## config.mk

```make
export PLATFORM = sky130hd
export DESIGN_NAME = alu_exec_unit
export DESIGN_NICKNAME = d
export VERILOG_FILES = /design/src/rtl/alu_exec_unit.sv
export SDC_FILE = /design/constraint.sdc
export NUM_CORES = 1
export LEC_CHECK = 0
export ABC_AREA = 1
export CORE_UTILIZATION = 50
export CTS_CLUSTER_SIZE = 24
export DETAILED_ROUTE_END_ITERATION = 6
export PLACE_DENSITY = 0.81
export SYNTH_ARGS = -nofsm -noshare
export SYNTH_HDL_FRONTEND = slang
export SYNTH_SLANG_ARGS = --single-unit
export TNS_END_PERCENT = 5
```

## constraint.sdc

```tcl
create_clock -name clk -period 2.8 [get_ports clk]
set_input_delay 0.56 -clock clk [delete_from_list [all_inputs] [get_ports clk]]
set_output_delay 0.56 -clock clk [all_outputs]
set_load 0.05 [all_outputs]
```

## src/rtl/alu_exec_unit.sv

```systemverilog
// Single-issue integer ALU with a valid/ready handshake on both sides.
// Add/sub/logic ops finish in one cycle; mul and div iterate one bit per cycle.
module alu_exec_unit #(
  parameter int N        = 16,
  parameter int SEL_LINE = 4,
  parameter int RD_W     = 4
) (
  input  logic                clk,
  input  logic                rst,
  input  logic                in_valid,
  output logic                in_ready,
  input  logic [SEL_LINE-1:0] opcode,
  input  logic [N-1:0]        rs1_val,
  input  logic [N-1:0]        rs2_val,
  input  logic [RD_W-1:0]     rd_addr,
  output logic                out_valid,
  input  logic                out_ready,
  output logic [N-1:0]        result,
  output logic [RD_W-1:0]     rd_out,
  output logic                div_zero,
  output logic                illegal_op
);

  localparam logic [SEL_LINE-1:0] OP_ADD = SEL_LINE'(0);
  localparam logic [SEL_LINE-1:0] OP_SUB = SEL_LINE'(1);
  localparam logic [SEL_LINE-1:0] OP_MUL = SEL_LINE'(2);
  localparam logic [SEL_LINE-1:0] OP_DIV = SEL_LINE'(3);
  localparam logic [SEL_LINE-1:0] OP_AND = SEL_LINE'(4);
  localparam logic [SEL_LINE-1:0] OP_OR  = SEL_LINE'(5);
  localparam logic [SEL_LINE-1:0] OP_XOR = SEL_LINE'(6);
  localparam int CNT_W = $clog2(N) + 1;

  typedef enum logic [1:0] {IDLE, BUSY, DONE} state_t;

  state_t            state_reg, state_next;
  logic [N-1:0]      a_reg, b_reg, acc_reg;
  logic [N-1:0]      a_next, b_next, acc_next;
  logic [CNT_W-1:0]  count_reg;
  logic              is_div_reg;
  logic [RD_W-1:0]   rd_reg;
  logic [N-1:0]      result_reg;
  logic              dz_reg, ill_reg;

  logic              accept, last_iter;
  logic [N-1:0]      fast_result;
  logic              fast_dz, fast_ill, long_op;
  logic [N:0]        shifted, diff;

  assign in_ready   = (state_reg == IDLE) && !rst;
  assign accept     = in_valid && in_ready;
  assign out_valid  = (state_reg == DONE);
  assign result     = result_reg;
  assign rd_out     = rd_reg;
  assign div_zero   = dz_reg && out_valid;
  assign illegal_op = ill_reg && out_valid;
  assign last_iter  = (count_reg == CNT_W'(N - 1));

  // Single-cycle results, plus the decision whether the op needs the iterative path
  always_comb begin
    fast_result = '0;
    fast_dz     = 1'b0;
    fast_ill    = 1'b0;
    long_op     = 1'b0;
    case (opcode)
      OP_ADD: fast_result = rs1_val + rs2_val;
      OP_SUB: fast_result = rs1_val - rs2_val;
      OP_MUL: long_op = 1'b1;
      OP_DIV: begin
        if (rs2_val == '0) begin
          fast_result = '1;
          fast_dz     = 1'b1;
        end else begin
          long_op = 1'b1;
        end
      end
      OP_AND: fast_result = rs1_val & rs2_val;
      OP_OR:  fast_result = rs1_val | rs2_val;
      OP_XOR: fast_result = rs1_val ^ rs2_val;
      default: fast_ill = 1'b1;
    endcase
  end

  // One iteration step. Div: acc is the partial remainder, a shifts out dividend
  // bits from the top and shifts in quotient bits at the bottom.
  // Mul: acc is the running product, a is the shifted multiplicand, b the multiplier.
  always_comb begin
    shifted  = {acc_reg, a_reg[N-1]};
    diff     = shifted - {1'b0, b_reg};
    a_next   = a_reg;
    b_next   = b_reg;
    acc_next = acc_reg;
    if (is_div_reg) begin
      if (!diff[N]) begin
        acc_next = diff[N-1:0];
        a_next   = {a_reg[N-2:0], 1'b1};
      end else begin
        acc_next = shifted[N-1:0];
        a_next   = {a_reg[N-2:0], 1'b0};
      end
    end else begin
      acc_next = b_reg[0] ? (acc_reg + a_reg) : acc_reg;
      a_next   = a_reg << 1;
      b_next   = b_reg >> 1;
    end
  end

  always_ff @(posedge clk) begin
    if (rst) state_reg <= IDLE;
    else     state_reg <= state_next;
  end

  always_comb begin
    state_next = state_reg;
    case (state_reg)
      IDLE: if (accept) state_next = long_op ? BUSY : DONE;
      BUSY: if (last_iter) state_next = DONE;
      DONE: if (out_ready) state_next = IDLE;
      default: state_next = IDLE;
    endcase
  end

  always_ff @(posedge clk) begin
    if (rst) begin
      a_reg      <= '0;
      b_reg      <= '0;
      acc_reg    <= '0;
      count_reg  <= '0;
      is_div_reg <= 1'b0;
      rd_reg     <= '0;
      result_reg <= '0;
      dz_reg     <= 1'b0;
      ill_reg    <= 1'b0;
    end else begin
      case (state_reg)
        IDLE: begin
          if (accept) begin
            a_reg      <= rs1_val;
            b_reg      <= rs2_val;
            acc_reg    <= '0;
            count_reg  <= '0;
            is_div_reg <= (opcode == OP_DIV);
            rd_reg     <= rd_addr;
            dz_reg     <= fast_dz;
            ill_reg    <= fast_ill;
            if (!long_op) result_reg <= fast_result;
          end
        end
        BUSY: begin
          a_reg     <= a_next;
          b_reg     <= b_next;
          acc_reg   <= acc_next;
          count_reg <= count_reg + CNT_W'(1);
          if (last_iter) result_reg <= is_div_reg ? a_next : acc_next;
        end
        default: ;
      endcase
    end
  end

endmodule

```

### After elaboration in Yosys (flattened, before gate mapping)

Index checks and enable logic that the tools add are counted.

| word-level totals | value |
|---|---|
| register bits after elaboration | 78 |
| bits of input ports | 44 |
| output and inout port bits | 24 |
| logic and storage cells | 78 |

| operators by class | value |
|---|---|
| $add $sub $neg | 5 |
| equality and inequality tests | 14 |
| mux-type cells | 31 |
| bitwise logic cells | 3 |
| reduce and logical (&&, ||, !) cells | 15 |

Operator list:

| cell | number |
|---|---|
| 16-bit two-way mux | 12 |
| 16-bit case mux with 2 select lines | 4 |
| 16-bit case mux with 6 select lines | 1 |
| 16-bit adder | 2 |
| 17-bit by 16-bit subtractor with 17-bit output | 1 |
| 16-bit bitwise AND | 1 |
| 16-bit zero test | 1 |
| 16-bit bitwise OR | 1 |
| 16-bit subtractor | 1 |
| 16-bit XOR | 1 |
| 4-bit by 3-bit equality test with 1-bit output (second input constant) | 3 |
| 5-bit case mux with 2 select lines | 1 |
| 4-bit by 2-bit equality test with 1-bit output (second input constant) | 2 |
| 2-bit two-way mux | 4 |
| 2-bit != test (second input constant) | 4 |
| 7-bit OR reduction | 1 |
| 1-bit two-way mux | 6 |
| 2-bit case mux with 3 select lines | 1 |
| 3-bit AND reduction | 2 |
| 5-bit by 1-bit adder with 5-bit output (second input constant) | 1 |
| 5-bit by 4-bit equality test with 1-bit output (second input constant) | 1 |
| 5-bit two-way mux | 1 |
| 4-bit by 1-bit equality test with 1-bit output (second input constant) | 1 |
| 1-bit logical AND | 4 |
| other kinds (10) | 11 |

### Longest topological paths before layout

Gate-level depths: netlist of run 1.

| logic depth | value |
|---|---|
| word-level depth | 6 |
| gate-level depth with buffers | 23 |
| gate-level depth less buffers | 22 |

### Worst setup path after synthesis of run 1

Ideal clock, no wire load.

| timing path | value |
|---|---|
| path type | input -> register |
| start | input port opcode[2] |
| end | register result_reg[6] (netlist: result[6]) |
| library setup time | 120 ps |
| data arrival time | 2687 ps |
| required time | 2680 ps |
| setup slack | -7 ps |
| stages on the path | 18 |
| path buffers | 1 |
| cells stage by stage | inv_1 > nand2_1 > inv_1 > nand2_1 > clkbuf_1 > inv_1 > o21ai_0 > xor2_1 > ha_1 > nand2_1 > inv_1 > a21oi_1 > o21ai_0 > or2_2 > nand3_1 > nand2_1 > nand2_1 > a21oi_1 |

| on the way | value |
|---|---|
| cells in the longest elaborated chain, start to end | 5 |
| elaborated cells on any way between the ends | 14 |
| classes of those cells | eq/ne: 7; mux: 5; reduce/logical: 2 |

RTL lines:

| element | line | text |
|---|---|---|
| from (decl) | 12 | `input logic [SEL_LINE-1:0] opcode,` |
| 4-bit by 3-bit equality test with 1-bit output, or another cell as far along | 64 | `case (opcode)` |
| 16-bit case mux with 6 select lines | 64 |  |
| 16-bit two-way mux | 145 | `if (!long_op) result_reg <= fast_result;` |
| 16-bit two-way mux | 136 | `if (accept) begin` |
| 16-bit case mux with 2 select lines | 134 | `case (state_reg)` |
| to (signal assigned) | 145 |  |
| to (signal assigned) | 153 | `if (last_iter) result_reg <= is_div_reg ? a_next : acc_next;` |
| to (decl) | 41 | `logic [N-1:0] result_reg;` |

Several ways; a longest one is shown, not always the timed one. The select of a mux whose other input is x is not followed.
A chain may end at the register's enable or synchronous reset.

### Worst setup path after layout of run 1

| timing path | value |
|---|---|
| start | input port rs2_val[1] |
| end | register result_reg[12] (netlist: result[12]) |

| on the way | value |
|---|---|
| cells in the longest elaborated chain, start to end | 6 |
| elaborated cells on any way between the ends | 12 |
| classes of those cells | add/sub: 2; eq/ne: 1; mux: 7; reduce/logical: 2 |

RTL lines:

| element | line | text |
|---|---|---|
| from (decl) | 14 | `input logic [N-1:0] rs2_val,` |
| parallel branches: the longest is 6 deep, another holds 16-bit subtractor | - |  |

Several ways; the timed one is not identified. The select of a mux whose other input is x is not followed.

==> results of run 1 <==
## kinds of logic after synthesis
logic type                 after synthesis
xor gates and xnor gates                27
adders and majority gates               84
and+or+nand+nor                        635
DFF                                     78
buffers and inverters                  241
AOI/OAI and AO/OA                      255
## layer usage
layer / vias up / routed length, um / track usage (%)
met5: - / 0 / 0
met3: 47 / 1510 / 3.22
met1: 4208 / 11600 / 42.8
met2: 308 / 12200 / 53.2
met4: 0 / 846 / 12.7
li1: 4603 / - / -
## cells in the final DEF (no fill, tap or decap), types with 12 or more instances in the layout
cell | netlist | layout
o21ai_1 | 9 | 15
nand2_2 | 3 | 19
ha_1 | 81 | 75
inv_2 | 1 | 12
a21oi_2 | 1 | 13
clkdlybuf4s50_1 | 0 | 51
nand2_1 | 394 | 376
a31oi_1 | 30 | 30
buf_4 | 2 | 111
a21oi_1 | 103 | 91
o21ai_0 | 78 | 67
dfxtp_1 | 78 | 78
dlymetal6s2s_1 | 0 | 13
nor2_1 | 93 | 81
inv_1 | 195 | 183
xor2_1 | 17 | 17
nand4_1 | 12 | 12
nand3_1 | 106 | 102
## per-stage QoR
step	hold WS [ps]	setup slack, ps	setup TNS (ps)	power [mW]	utilization [%]
after detailed placement	444	-761	-8580	6.18	61.6
after floorplan	430	110	0	4.82	-
after global routing	493	-34.3	-94.0	8.23	66.6
final	456	125	0	7.65	66.6
after global placement	443	-690	-7530	6.11	61.6
after CTS	454	-18.3	-34.3	7.50	64.9
## worst reg2reg max path, cell delays in order, from the launching register on
cell and delay [ps]:
dfxtp_1 460, inv_1 120, ha_1 210, inv_1 110, fa_1 270, nand3_1 90
nand2_1 120, nand2_1 70, nand2_1 120, nand2_1 120, nand2_1 110, nand2_1 70
nand2_2 260, nand2_1 90, nand2_1 80, nand2_1 70, a21oi_1 150
## what timing repair did
item | 4_1_cts | 5_1_grt
endpoints found under the setup margin | 14 | 14
pin swaps | 15 | 45
gates resized for setup | 47 | 66
buffers inserted | 4 | 10
## cell type report
cell class | count | area, sq um
fill | 1362 | 5090
multi-input combinational | 1001 | 5650
inverter | 199 | 751
timing repair buffer | 183 | 1620
tap | 211 | 264
clock buffer | 10 | 229
sequential | 78 | 1560
clock inverter | 6 | 86.3
## power by group through the flow
| stage | registers (mW) | clock network (mW) | logic [mW] |
|---|---|---|---|
| after global routing | 1.66 | 1.31 | 5.26 |
| final | 1.63 | 1.25 | 4.77 |
| after floorplan | 1.82 | 0 | 3.00 |
| after detailed placement | 1.64 | 0 | 4.54 |
| after global placement | 1.64 | 0 | 4.47 |
| after CTS | 1.62 | 1.26 | 4.62 |
## final timing paths
check,startpoint,depth (start not counted),end,slack [ps]
min,ill_reg,2,ill_reg,460
min reg2reg,ill_reg,2,ill_reg,460
max,rs2_val[1],17,result[12],130
max reg2reg,a_reg[15],16,acc_reg[11],240
==> results_dict.tcl, run 1 <==
set metrics [dict create \
    outcome "finished clean" \
    synthesis.nets 1448 \
    synthToLayoutAreaGrowth_pct 29.3 \
    synth_top_family_by_area "simple AND/OR/NAND/NOR gates" \
    worstPathMaxFanout 4 \
    cp_num_buf_inv 3 \
    synth_top_area_share_pct 19.9 \
    antennaDiodeCount 0 \
    synthTopCellsByArea "dfxtp_1 (20%), nand2_1 (19%), ha_1 (13%), inv_1 (9.3%), nand3_1 (6.7%)" \
    syn_inst 1320 \
    crit_chain "clkdlybuf4s15_1 -> buf_6 -> nor2_2 -> nand2_2 -> nor2_4 -> a21oi_1 -> xor2_1 -> ha_1 -> a21oi_1 -> buf_4 -> o21a_1 -> nand3_1 -> nand2_1 -> nand3_1 -> nand2_1 -> nand2_1 -> a21oi_2" \
    startpoint_type "primary input" \
    power_leakage_nw 5.08 \
    tightestPinTransition_ps 559 \
    max_freq_mhz 374 \
    core_sq_um 15300 \
    p_switching_mw 3.80 \
    drv_cap 0 \
    place_congestion 0.994 \
    finalNetCount 1600 \
    synthFlopType "dfxtp_1" \
    ys_ff_latch 78 \
    instances_no_fill 1688 \
    power_density_nw_per_um2 753 \
    drcViolationCount 0 \
    synthAdderAreaFrac_pct 13.7 \
    grt_overflow 0 \
    via_per_inst 5.43 \
    crit_path_max_incr_delay_ps 370 \
    antenna_left 0 \
    hold_buffers 0 \
    numCtsBuffers 9 \
    die_h_um 127 \
    hold_path.class "register to register" \
    critPathArrivalTime_ps 2950 \
    finClkSkew_ps 4.25 \
    hpwl_um 20700 \
    clkPwrFrac_pct 16.3 \
    clk_pin_slew_ps 60 \
    synth-xor-area-share_pct 3.01 \
    yosys.area_share.simple_pct 33.6 \
    synth_top_area_cell "dfxtp_1" \
    root_buffer "clkbuf_16" \
    slew_violations 0 \
    place_area_sq_um 9400 \
    fp-row-count 45 \
    swShare_pct 49.6 \
    slowest_stage "ha_1" \
    gr-usage-all-layers_pct 32.1 \
    cpLargestDelayFamily "simple AND/OR/NAND/NOR gates" \
    port_buffers 67 \
    placedCellCount 1658 \
    setup_viol 0 \
    finalHoldViolations 0 \
    ios 68 \
    cpMostUsedCell "nand2_1" \
    grt_pass1_vias 8268 \
    synth_compound_area_share_pct 17.9 \
    drive_gt1_share_pct 14.9 \
    postSynthAreaPerCell_sq_um 5.95 \
    htreeDepth 3 \
    drt_iter0_drc 779 \
    grt_first_pass_wirelength_um 41200 \
    p_seq_share_pct 21.3 \
    die_x_um 127 \
    cp.required_ps 3080 \
    ys_async_sr_fraction_pct 0 \
    cts_tree "done" \
    slew-limit-headroom_pct 62.6 \
    vias 9166 \
    insertion_delay_ps 340 \
    ys_top_cells_by_count "nand2_1 (394), inv_1 (195), nand3_1 (106), a21oi_1 (103), nor2_1 (93)" \
    clockBufferDepth 2 \
    antenna_found_initial 0 \
    yosysSeqAreaShare_pct 19.9 \
    initial_core_util_pct 51.5 \
    design_area_sq_um 10200 \
    synthesis.area_sq_um 7860 \
    synthMuxAreaShare_pct 0 \
    grt_setup_unrepaired "yes" \
    synth-edff-count 0 \
    yosys_warnings 0 \
    yosysMostFrequentCell "nand2_1" \
    wirelength_um 26100 \
    post-route-min-period_ps 2670 \
    clock_sinks 78 \
    drt-pass1-iter-count 5 \
    fin_crit_sh_pct 95.5 \
    grt_max_degree 51 \
    wl_per_cell_um 15.5 \
    synth.distinct_cells 44 \
    internal_power_mw 3.86 \
    pwr-share-comb_pct 62.3 \
    vdd_ir_drop_max_mv 0.390 \
    critical_path_class "primary input to register" \
    dieArea_sq_um 16200 \
    critPathCaptureType "register" \
]
Power figures use the tool's default switching activity.
==> run 2, diff against run 1 <==
- PLACE_DENSITY: 0.81 -> 0.79
- clock period: 2.8 -> 2.9 ns (I/O delays scaled with it)
==> run 2 against run 1 <==
Sequential cell count is the same. Sequential power shrank 3%. Final cell count shrank 1.1%. Setup slack lost 83 ps. Critical path type unchanged. Non-clock buffer count shrank 18. Register-to-register slack gained 80 ps. Count of clock-buffer cells in the layout is the same. Critical path depth grew 1.
==> results_dict.tcl, run 2 (synthesis gave the netlist of run 1 again) <==
set metrics [dict create \
    outcome "finished clean" \
    root_buffer "clkbuf_16" \
    hold_path_end "ill_reg" \
    drt-pass1-iter-count 5 \
    setup_viol 0 \
    antennaDiodeCount 0 \
    internal_power_mw 3.67 \
    antenna_left 0 \
    place_congestion 1.03 \
    pre_cts_ws_ps -574 \
    fin_ws_ps 42.1 \
    slew-limit-headroom_pct 62.9 \
    drt_iter0_drc 761 \
    wirelength_um 26500 \
    grt_setup_unrepaired "yes" \
    die_x_um 127 \
    p_switching_mw 3.73 \
    dr_wl_met3_um 1630 \
    grt_pass1_vias 8459 \
    fp-row-count 45 \
    hpwl_um 20700 \
    drcViolationCount 0 \
    gr-usage-all-layers_pct 32.9 \
    fin_crit_sh_pct 98.5 \
    whs_path_depth 2 \
    initial_core_util_pct 51.5 \
    drive_gt1_share_pct 14.5 \
    finClkSkew_ps 10.7 \
    numCtsBuffers 9 \
    r2r-start "a_reg[15]" \
    finalHoldViolations 0 \
    hold_path.class "register to register" \
    r2r-end "acc_reg[14]" \
    mostFrequentLayoutCells "nand2_1 (371), inv_1 (184), nand3_1 (97)" \
    clk_pin_slew_ps 70 \
    power_leakage_nw 4.98 \
    post-route-min-period_ps 2860 \
    power_density_nw_per_um2 736 \
    hold_buffers 0 \
    tightestPinTransition_ps 555 \
    vdd_ir_drop_max_mv 0.360 \
    crit_path_max_incr_delay_ps 440 \
    grt_first_pass_wirelength_um 42300 \
    cpMostUsedCell "nand2_2" \
    final_common_cell "nand2_1" \
    synthToLayoutAreaGrowth_pct 28.0 \
    dieArea_sq_um 16200 \
    slew_violations 0 \
    slowest_stage "clkdlybuf4s50_1" \
    port_buffers 67 \
    drv_cap 0 \
    p_seq_share_pct 21.3 \
    startpoint_type "primary input" \
    ios 68 \
    clock_sinks 78 \
    grt_max_degree 40 \
    met1_length_um 11500 \
    antenna_found_initial 0 \
    insertion_delay_ps 340 \
    pwr-share-comb_pct 61.9 \
    hp-start "ill_reg" \
    max_freq_mhz 350 \
    clkPwrFrac_pct 16.8 \
    cpLargestDelayFamily "simple AND/OR/NAND/NOR gates" \
    clockBufferDepth 2 \
    fin_total_pwr_mw 7.41 \
    wl_met2_um 12400 \
    reg2reg_depth 15 \
    crit_chain "clkdlybuf4s50_1 -> nor2_1 -> nand2_2 -> nor2_4 -> buf_4 -> a21oi_2 -> xor2_1 -> ha_1 -> nand2_2 -> inv_1 -> nand2_2 -> nor3_4 -> nand2_2 -> nand3_1 -> nand3_1 -> nand2_1 -> nand2_1 -> a21oi_1" \
    core_sq_um 15300 \
    die_h_um 127 \
    regToRegSetupSlack_ps 320 \
    via_per_inst 5.48 \
    cp_num_buf_inv 3 \
    vias 9151 \
    cp.required_ps 3180 \
    cts_tree "done" \
    critPathCaptureType "register" \
    critPathArrivalTime_ps 3140 \
    worstPathMaxFanout 4 \
    htreeDepth 3 \
    wl_per_cell_um 15.9 \
    grt_overflow 0 \
    finalNetCount 1582 \
    top_layer_used "met4" \
    swShare_pct 50.4 \
    critical_path_class "primary input to register" \
]
[run 2: cell types whose count changed in the layout (fill, tap and decap cells not counted), sizes merged]
cell           delta
clkdlybuf4s50     +2
buf              -18
dlymetal6s2s      -2
[run 2: worst max-delay path by stage]
stage / from / end / slack [ps] / depth (start not counted)
finish: rs2_val[6] / result[14] / 40 / 18
global route: rs2_val[6] / result[14] / -120 / 18
CTS: opcode[3] / result[6] / -7 / 20
detailed placement: rs2_val[0] / result[14] / -570 / 19
global placement: rs2_val[0] / result[14] / -560 / 20
floorplan: opcode[2] / result[6] / 70 / 18
[run 2: layer usage]
layer	vias up	GRT usage, %
met5	-	0
met3	68	3.31
met2	360	55.1
met4	0	14.4
met1	4160	42.8
li1	4563	-
[run 2: area by class of cell]
type	count	area (sq um)
fill	1374	5190
sequential	78	1560
clock buffer	10	229
tap	211	264
clock inverter	6	93.8
multi-input combinational	1001	5700
inverter	199	748
timing repair buffer	165	1460
[run 2: worst min-delay path: cells and delay by family, from the launching register on]
kind	cells	cell delay (ps)
flip-flops	1	300
buffers and inverters	1	60
AO/OA/AOI/OAI	1	60
[run 2: per-stage QoR]
step	setup TNS, ps	area (sq um)	utilization (%)	cells	hold slack [ps]
detailed placement	-6400	9320	61.0	1648	453
global route	-260	10100	66.0	1670	483
finish	0	10100	66.0	1670	459
global placement	-5620	9320	61.0	1648	451
CTS	-7.46	9800	64.2	1667	465
floorplan	0	7860	-	1320	430
[run 2: power by group through the flow]
stage          clock [mW]  combinational, mW  sequential (mW)
2_1_floorplan           0               2.90             1.76
3_3_place_gp            0               4.33             1.58
3_5_place_dp            0               4.37             1.59
4_1_cts              1.24               4.45             1.57
5_1_grt              1.29               5.04             1.60
6_report             1.24               4.58             1.58
[run 2: what timing repair did]
action                                  in CTS  in global routing
endpoints found under the setup margin      11                 14
setup buffers                                3                  4
resized for setup                           45                 76
pin swaps                                   13                 31
